$ cat src/rtl/mem_copy_engine.sv
// mem_copy_engine: copies Length words from SrcAddr to DstAddr over a
// single-port data memory. Each word is read in one cycle and written in the next.
// Ports:
//   Clk, Reset (async, active-low)
//   Start, SrcAddr, DstAddr, Length        : copy request, sampled only in IDLE
//   Busy, Done                             : status (Done is a one-cycle pulse)
//   MemAddr, MemWriteEn, MemToReg, MemWrData : memory drive (registered)
//   MemRdData                              : combinational read data for MemAddr
module mem_copy_engine #(
  parameter int unsigned ADDR_W = 8,
  parameter int unsigned DATA_W = 8
) (
  input  logic              Clk,
  input  logic              Reset,
  input  logic              Start,
  input  logic [ADDR_W-1:0] SrcAddr,
  input  logic [ADDR_W-1:0] DstAddr,
  input  logic [ADDR_W-1:0] Length,
  output logic              Busy,
  output logic              Done,
  output logic [ADDR_W-1:0] MemAddr,
  output logic              MemWriteEn,
  output logic              MemToReg,
  output logic [DATA_W-1:0] MemWrData,
  input  logic [DATA_W-1:0] MemRdData
);

  typedef enum logic [1:0] {
    IDLE  = 2'd0,
    READ  = 2'd1,
    WRITE = 2'd2,
    DONE  = 2'd3
  } state_t;

  state_t            state, state_d;
  logic [ADDR_W-1:0] src, src_d;
  logic [ADDR_W-1:0] dst, dst_d;
  logic [ADDR_W-1:0] len, len_d;
  logic [ADDR_W-1:0] idx, idx_d;
  logic [ADDR_W-1:0] idx_inc;
  logic [DATA_W-1:0] hold, hold_d;

  logic              busy_d, done_d, we_d, to_reg_d;
  logic [ADDR_W-1:0] addr_d;
  logic [DATA_W-1:0] wdata_d;

  // idx never exceeds Length-1, so the increment cannot overflow ADDR_W bits
  assign idx_inc = ADDR_W'(idx + 1'b1);

  // State, captured arguments and registered memory-side outputs
  always_ff @(posedge Clk or negedge Reset) begin
    if (!Reset) begin
      state      <= IDLE;
      src        <= '0;
      dst        <= '0;
      len        <= '0;
      idx        <= '0;
      hold       <= '0;
      Busy       <= 1'b0;
      Done       <= 1'b0;
      MemAddr    <= '0;
      MemWriteEn <= 1'b0;
      MemToReg   <= 1'b0;
      MemWrData  <= '0;
    end else begin
      state      <= state_d;
      src        <= src_d;
      dst        <= dst_d;
      len        <= len_d;
      idx        <= idx_d;
      hold       <= hold_d;
      Busy       <= busy_d;
      Done       <= done_d;
      MemAddr    <= addr_d;
      MemWriteEn <= we_d;
      MemToReg   <= to_reg_d;
      MemWrData  <= wdata_d;
    end
  end

  // Next state, then outputs decoded from the next state so they register
  // into place exactly for the cycle the FSM occupies that state
  always_comb begin
    state_d  = state;
    src_d    = src;
    dst_d    = dst;
    len_d    = len;
    idx_d    = idx;
    hold_d   = hold;
    busy_d   = 1'b0;
    done_d   = 1'b0;
    we_d     = 1'b0;
    to_reg_d = 1'b0;
    addr_d   = '0;
    wdata_d  = '0;

    unique case (state)
      IDLE: begin
        if (Start) begin
          src_d   = SrcAddr;
          dst_d   = DstAddr;
          len_d   = Length;
          idx_d   = '0;
          state_d = (Length != '0) ? READ : DONE;
        end
      end
      READ: begin
        hold_d  = MemRdData;
        state_d = WRITE;
      end
      WRITE: begin
        idx_d   = idx_inc;
        state_d = (idx_inc < len) ? READ : DONE;
      end
      DONE: begin
        state_d = IDLE;
      end
      default: state_d = IDLE;
    endcase

    unique case (state_d)
      READ: begin
        busy_d   = 1'b1;
        to_reg_d = 1'b1;
        addr_d   = ADDR_W'(src_d + idx_d);
      end
      WRITE: begin
        busy_d  = 1'b1;
        we_d    = 1'b1;
        addr_d  = ADDR_W'(dst_d + idx_d);
        wdata_d = hold_d;
      end
      DONE:    done_d = 1'b1;
      default: ;
    endcase
  end

endmodule

$ cat config.mk
export PLATFORM = sky130hd
export DESIGN_NAME = mem_copy_engine
export DESIGN_NICKNAME = d
export VERILOG_FILES = /design/src/rtl/mem_copy_engine.sv
export SDC_FILE = /design/constraint.sdc
export NUM_CORES = 1
export LEC_CHECK = 0
export ABC_AREA = 1
export BUFFER_PORTS_ARGS = -buffer_cell sky130_fd_sc_hd__buf_2
export CAP_MARGIN = 20
export CORE_UTILIZATION = 54
export CTS_CLUSTER_SIZE = 20
export DETAILED_ROUTE_END_ITERATION = 8
export GPL_TIMING_DRIVEN = 0
export PLACE_DENSITY = 0.86
export SYNTH_ARGS = -nofsm -noshare
export SYNTH_HDL_FRONTEND = slang
export SYNTH_SLANG_ARGS = --single-unit
$ cat constraint.sdc
create_clock -name Clk -period 3.4 [get_ports Clk]
set_clock_uncertainty 0.15 [all_clocks]
set_input_delay 0.17 -clock Clk [delete_from_list [all_inputs] [get_ports Clk]]
set_output_delay 0.17 -clock Clk [all_outputs]
set_load 0.02 [all_outputs]
After elaboration in Yosys (flattened, before gate mapping)
Cells that the tools add are included.
{ "op_classes": {"eq_ne": 6, "n_addsub": 3, "muxes": 17, "n_lt_le_gt_ge": 1, "reduce_logical": 4} }
{ "ops": {"columns": ["op", "n"], "rows": [
  ["$mux 8", 7],
  ["$pmux 8 s2", 2],
  ["$add 8x8->8", 2],
  ["$add 8x1->8 const B", 1],
  ["$eq 2x2->1 const B", 4],
  ["$lt 8x8->1", 1],
  ["$pmux 2 s4", 1],
  ["$reduce_bool 8->1", 1],
  ["$mux 2", 3],
  ["$eq 2x1->1 const B", 2],
  ["$mux 1", 4],
  ["$logic_not 2->1", 1],
  ["$reduce_and 2->1", 1],
  ["$reduce_or 2->1", 1]
]} }
{ "word_totals": {"ff_bits": 62, "elab_cells": 43} }

Logic depth before layout (Yosys ltp)
Gate-level depths: netlist (run 1).
{ "logic_depth": {"ltp_word": 7, "ltp_mapped": 17} }

Worst setup path before layout (run 1)
OpenSTA, ideal clock, no wires.
{ "synth_timing": {"path_kind": "flip-flop to flip-flop", "start": "register state[0]", "end": "register MemAddr[6]", "setup_slack_ns": 0.876, "arrival_ns": 2.257, "path_buffers": 1, "stages_incl_launch_ff": 18, "setup_ns": 0.117, "path_cell_list": "dfrtp_1 > nor2_2 > nand2_4 > buf_4 > nand2_1 > nand2_1 > nand2_1 > o21ai_0 > ha_1 > fa_1 > nand3_1 > nand3_1 > a21oi_1 > nor2_1 > nor2_1 > nand2_1 > nand2_1 > nor2_1"} }
{ "synth_between": {"elab_chain_cells": 4} }
{ "synth_lines": {"columns": ["item", "line", "rtl"], "rows": [
  ["start: declaration", "35", "state_t state, state_d;"],
  ["start signal: assignment", "66", "state <= state_d;"],
  ["$logic_not 2->1", "97", "unique case (state)"],
  ["$mux 8", "97", null],
  ["via dst_d[0]", "37", "logic [ADDR_W-1:0] dst, dst_d;"],
  ["$add 8x8->8", "130", "addr_d = ADDR_W'(dst_d + idx_d);"],
  ["$pmux 8 s2", "121", "unique case (state_d)"],
  ["via addr_d[6]", "44", "logic [ADDR_W-1:0] addr_d;"],
  ["end signal: assignment", "74", "MemAddr <= addr_d;"],
  ["end: declaration", "21", "output logic [ADDR_W-1:0] MemAddr,"]
]} }
The timed path passes the listed nets, and every way through them passes these cells.
A chain may end at the register's enable or synchronous reset.

Final worst setup path (run 1)
{ "layout_timing": {"start": "register idx[0]", "end": "register MemAddr[2]"} }
{ "layout_between": {"elab_chain_cells": 6} }
{ "layout_lines": {"columns": ["item", "line", "rtl"], "rows": [
  ["start: declaration", "39", "logic [ADDR_W-1:0] idx, idx_d;"],
  ["start signal: assignment", "70", "idx <= idx_d;"],
  ["$add 8x1->8", "48", "assign idx_inc = ADDR_W'(idx + 1'b1);"],
  ["$lt 8x8->1", "113", "state_d = (idx_inc < len) ? READ : DONE;"],
  ["$mux 2", "113", null],
  ["$pmux 2 s4", "97", null],
  ["$eq 2x2->1 / $eq 2x1->1 (equally long branches)", "121", null],
  ["$pmux 8 s2 (*)", "121", null],
  ["via addr_d[2]", "44", null]
]} }
Mark *: on every way through the listed nets, which the timed path passes. The rest lies on a longest branch.

==> qor.yml, run 1 <==
status: "finished, final reports clean"
cp.required_ns: 3.49
timing.hold.ws_ns: 0.148
synth-xor-area-share_pct: 0.979
cp.arrival_ns: 3.06
p_leak_uw: 0.00191
grt_use_total_pct: 26.1
core.rowCount: 25
max_freq_mhz: 336
finalCriticalPeriod_ns: 2.98
dieArea_mm2: 0.00526
grt_pass1_wl_um: 10300
path_delay_family: "compound AO/OA/AOI/OAI gates"
cts_root_buf: "clkbuf_8"
slowest_stage: "dfrtp_1"
num-nets-final: 459
vias: 2344
clkTransAtPathRegs_ns: 0.09
synth-adder-area-share_pct: 8.67
dp.cells: 433
hpwlAfterDp_um: 4120
vias_per_cell: 4.95
synth_top_area_cell: "dfrtp_1"
hold_violations: 0
drc: 0
syn-cell-area_mm2: 0.00268
ir_drop_mv: 0.285
yosysSeqAreaShare_pct: 50.3
fin_area_mm2: 0.00349
r2r-end: "MemAddr[2]$_DFF_PN0_"
final_cell_mix: "76 x nand2_1, 57 x buf_2, 54 x dfrtp_1, 43 x inv_1, 33 x dlygate4sd3_1"
gr-total-overflow: 0
num_antenna_cells: 0
cts_tree: "yes"
ys_types: 31
firstDrtPassIters: 4
worstSkewPairLatency_ns: 0.31
ant_nets: 0
synth_compound_area_share_pct: 10.3
setup_violations: 0
htree_levels: 2
wire_per_inst_um: 12.8
clockBufferDepth: 2
synth_top_family_by_area: "simple AND/OR/NAND/NOR gates"
place_area_mm2: 0.00306
rsz0062_at_grt: "false"
port_buffers: 54
path_max_fanout: 7
end_kind: "register"
crit_path_max_incr_delay_ns: 0.38
start_util_pct: 56.4
syn_area_per_cell_um2: 8.63
coreArea_mm2: 0.00475
reg2reg_depth: 15
critPathKind: "reg -> reg"
cts_buffers: 5
max_cap_violations: 0
worstSetupEndpoint: "MemAddr[2]$_DFF_PN0_"
antenna_found_initial: 0
pwr_density_cell_mw_per_mm2: 328
worstPathCellList: "inv_1 > nor2_2 > inv_1 > nor2_1 > xor2_1 > ha_1 > a21oi_1 > nor2_1 > a211oi_1 > nand2_1 > a21oi_1 > ha_1 > inv_1 > o21ai_0 > a21oi_1"
die_h_um: 72.5
final.period_utilization_pct: 87.6
area_delta_synth_final_pct: 30.2
slew_headroom_pct: 66.3
ys_ff_latch: 54
grt_pass1_vias: 2346
yosys.area_share.simple_pct: 21.6
postCtsSetupBuffers: 0
crit_cells: 15
drt-total-wl_um: 6070
reg2reg_slack_ns: 0.42
slew_viol_final: 0
fp.dieW_um: 72.5
worstMarginPinSlew_ns: 0.506
syn_inst: 311
yosysWarnings: 0
grt_max_degree: 34
layout_commonest_cell: "nand2_1"
drive_above_1_share_pct: 20.4
startpoint: "idx[0]$_DFF_PN0_"
reg2reg_from: "idx[0]$_DFF_PN0_"
worst-path-buf-inv: 3
fin_setup_tns_ns: 0
clkSinkCount: 54
initialDrtViolationCount: 141
syn_nets: 364
synth_top_area_share_pct: 50.3
cp-start-kind: "register"
ys_top_cells_by_area: "dfrtp_1 50%, nand2_1 11%, ha_1 7.9%"
io_pins: 55
worstHoldPathType: "in -> reg"
muxShareOfSynthArea_pct: 0
routabilityCongestion: 0.874
instances_no_fill: 474
## power breakdown
| part | switching, µW | internal, µW |
|---|---|---|
| Combinational | 29.5 | 43.0 |
| Sequential | 0 | 642 |
| Clock | 210 | 221 |
| Total | 240 | 906 |
## through the flow
| stage | setup WS (ns) | total power, µW | utilization, % |
|---|---|---|---|
| 3_3_place_gp | 0.507 | 693 | 63.9 |
| 5_1_grt | 0.0552 | 1180 | 73.5 |
| 4_1_cts | 0.398 | 1140 | 73.5 |
| 6_report | 0.421 | 1150 | 73.5 |
| 2_1_floorplan | 0.876 | 660 | - |
| 3_5_place_dp | 0.441 | 697 | 64.3 |
## cells in the mapped netlist, drive strengths merged
cell type,n
a21oi,15
nand2,81
ha,17
inv,47
fa,1
nor4,1
clkinv,1
and2,1
dfrtp,54
buf,5
a22o,2
nand3,11
a211oi,1
nor2,27
clkbuf,1
o21ai,33
xor2,3
nor3,1
nand4,2
or2,7
## final cells by class
cell class	instances	area [µm²]
plain buffers	6	37.5
clock buffers	7	76.3
clock inverters	1	30.0
fillers	358	1260
inverters	48	180
multi-input cells	203	1110
flip-flops and latches	54	1350
well taps	67	83.8
repair buffers	88	621
## worst reg2reg max path: cells and delay by family, from the launching register on
family | cells | cell delay (ns)
AND/OR/NAND/NOR | 4 | 0.49
flip-flops | 1 | 0.38
XOR/XNOR | 1 | 0.25
adder cells (fa/ha/maj) | 2 | 0.56
buffers and inverters | 3 | 0.33
AO/OA/AOI/OAI | 5 | 0.74
## cell families after synthesis
group / Yosys count
AOI/OAI and AO/OA: 51
xor gates and xnor gates: 3
adders and majority gates: 18
buffers and inverters: 54
DFF: 54
and+or+nand+nor: 131
## routing by layer
metal  track usage, %  share of wire (%)  vias to the layer above
li1                 -                  -                     1164
met1             32.6                 42                     1095
met2             45.6                 51                       77
met3             4.72                5.6                        8
met4             8.93                1.6                        0
met5                0                  0                        -
## registers in the layout (all words and copies together) (netlist names)
signal	cells
Done	1
MemToReg	1
MemAddr	8
src	8
len	8
MemWrData	8
idx	8
Busy	1
state	2
dst	8
MemWriteEn	1
## how the worst min path moves through the flow
stage            startpoint                endpoint  depth (start not counted)
6_report              Start        idx[5]$_DFF_PN0_                          4
5_1_grt               Start        idx[5]$_DFF_PN0_                          4
4_1_cts               Start        idx[5]$_DFF_PN0_                          4
3_5_place_dp          Reset      len[7]$_DFFE_PN0P_                          1
3_3_place_gp   MemRdData[3]  MemWrData[3]$_DFF_PN0_                          3
2_1_floorplan         Reset          Busy$_DFF_PN0_                          0
## timing repair
action                    in CTS  in global routing
hold endpoints to repair      53                  0
resized for setup              0                  0
hold buffers                  33                  0
Note: power is estimated with default switching activity, not from simulation.
==> run 2: changes to the inputs <==
Settings changed: CORE_MARGIN from default to 4.
Clock period 3.4 ns to 2.8 ns, I/O delays scaled along.
==> qor.yml, run 2 (synthesis results as in run 1) <==
status: "finished, final reports clean"
final.period_utilization_pct: 98.8  # +11 points
grt_pass1_wl_um: 11800  # +15%
die_h_um: 78.5  # +8.3%
dieArea_mm2: 0.00616  # +17%
min_path_cells: 5  # +1
num-nets-final: 480  # +4.6%
htree_levels: 2  # unchanged
ir_drop_mv: 0.341  # +20%
rsz0062_at_grt: "true"
gr-total-overflow: 0  # unchanged
crit_path_max_incr_delay_ns: 0.44  # +0.06 ns
start_util_pct: 56.4  # unchanged
clkSinkCount: 54  # unchanged
cts_buffers: 5  # unchanged
slew_headroom_pct: 64.3  # -1.9 points
worstMarginPinSlew_ns: 0.535  # +0.0292 ns
antenna_found_initial: 0  # unchanged
finalCriticalPeriod_ns: 2.77  # -0.213 ns
fillers: 292  # -18%
cp-start-kind: "register"
end_kind: "register"
drive_above_1_share_pct: 32.9  # +13 points
critPathKind: "reg -> reg"
path_delay_family: "simple AND/OR/NAND/NOR gates"
setup_violations: 0  # unchanged
worstSkewPairLatency_ns: 0.31  # about the same
core.rowCount: 25  # unchanged
port_buffers: 54  # unchanged
multiInputGateArea_mm2: 0.00129  # +15%
fp.dieW_um: 78.5  # +8.3%
layout_commonest_cell: "nand2_1"
hold_violations: 0  # unchanged
cts_root_buf: "clkbuf_8"
firstDrtPassIters: 5  # +1
worst-path-buf-inv: 2  # -1
drt-total-wl_um: 7520  # +24%
vias: 2559  # +9.2%
vias_per_cell: 5.17  # +4.5%
final_cell_mix: "72 x nand2_1, 56 x buf_2, 51 x dfrtp_1, 39 x inv_1, 33 x dlygate4sd3_1"
path_max_fanout: 5  # -2
drc: 0  # unchanged
worstHoldPathType: "in -> reg"
area_delta_synth_final_pct: 43.0
ant_nets: 0  # unchanged
initialDrtViolationCount: 263  # +87%
max_freq_mhz: 362  # +7.7%
routabilityCongestion: 0.885  # +1.2%
wire_per_inst_um: 15.2  # +19%
place_area_mm2: 0.00306  # unchanged
grt_pass1_vias: 2628  # +12%
clockBufferDepth: 2  # unchanged
io_pins: 55  # unchanged
cts_tree: "yes"
grt_use_total_pct: 24.3  # -1.8 points
num_antenna_cells: 0  # unchanged
cp.arrival_ns: 2.86  # -0.20 ns
fin_area_mm2: 0.00384  # +9.8%
ff_latch_area_mm2: 0.00136  # +0.28%
slowest_stage: "dfrtp_1"
p_leak_uw: 0.00203  # +6.1%
reg2reg_depth: 16  # +1
instances_no_fill: 495  # +4.4%
fin_setup_tns_ns: 0  # unchanged
crit_cells: 16  # +1
max_cap_violations: 0  # unchanged
p_total_uw: 1400  # +23%
worstPathCellList: "ha_4 > nand2_2 > nor2_2 > a21oi_1 > nor2_1 > ha_1 > nand2_2 > nor2_2 > a211oi_2 > nand2_1 > a21oi_2 > ha_4 > inv_4 > buf_4 > nand2_1 > nor2_1"
slew_viol_final: 0  # unchanged
clkTransAtPathRegs_ns: 0.10  # about the same
cp.required_ns: 2.89  # -0.60 ns
pwr_density_cell_mw_per_mm2: 366  # +12%
grt_max_degree: 33  # -2.9%
hpwlAfterDp_um: 4360  # +5.9%
coreArea_mm2: 0.00475  # unchanged
dp.cells: 433  # unchanged
[run 2: cell types whose count changed in the layout (fill, tap and decap cells not counted), sizes merged]
cell,delta
clkinv,+1
clkbuf,-2
inv,+1
buf,+21
[run 2: metrics by stage]
stage / hold WS (ns) / setup WS, ns / util, %
2_1_floorplan: -0.306 / 0.276 / -
3_3_place_gp: 0.198 / -0.101 / 63.9
3_5_place_dp: -0.00345 / -0.184 / 64.3
4_1_cts: 0.131 / 0.000513 / 76.5
5_1_grt: 0.177 / -0.156 / 80.7
6_report: 0.157 / 0.0342 / 80.7
[run 2: power by group]
part	internal (µW)	switching, µW	leakage (µW)	total [µW]
clock network	268	267	0.0000585	535
logic	52.2	36.7	0.00130	88.9
registers	780	0	0.000668	780
[run 2: worst paths after layout]
check | startpoint | to | slack, ns
min in group asynchronous | Reset | len[5]$_DFFE_PN0P_ | 0.19
max in group asynchronous | Reset | state[0]$_DFF_PN0_ | 1.76
worst max-delay path | idx[1]$_DFF_PN0_ | MemAddr[5]$_DFF_PN0_ | 0.03
worst min register to register | dst[0]$_DFF_PN0_ | dst[0]$_DFF_PN0_ | 0.34
worst max register to register | idx[1]$_DFF_PN0_ | MemAddr[5]$_DFF_PN0_ | 0.03
worst min-delay path | Start | dst[0]$_DFF_PN0_ | 0.16
[run 2: final cells by class]
cell class              count  share of cell area (%)
flip-flops and latches     54                    35.3
plain buffers               6                    1.04
well taps                  67                    2.18
clock buffers               5                    1.79
clock inverters             3                    1.14
inverters                  48                    4.76
multi-input cells         203                    33.5
repair buffers            109                    20.3
[run 2: tightest hold or removal path: cells and delay by family]
| family | cells | cell delay, ns |
|---|---|---|
| simple gates | 3 | 0.23 |
| buf+inv | 2 | 0.21 |
[run 2: timing repair]
item | CTS | global route
hold buffers | 33 | 0
pin swaps | 11 | 17
resized for setup | 8 | 42
endpoints found under the hold margin | 54 | 0
buffers inserted | 14 | 7
endpoints found under the setup margin | 6 | 9
[run 2: layer usage]
| metal | vias up | GRT usage, % | part of all wire (%) |
|---|---|---|---|
| li1 | 1205 | - | - |
| met3 | 24 | 4.82 | 6.4 |
| met5 | - | 0 | 0 |
| met2 | 115 | 43.8 | 51 |
| met1 | 1215 | 29.7 | 40 |
| met4 | 0 | 5.94 | 2.6 |
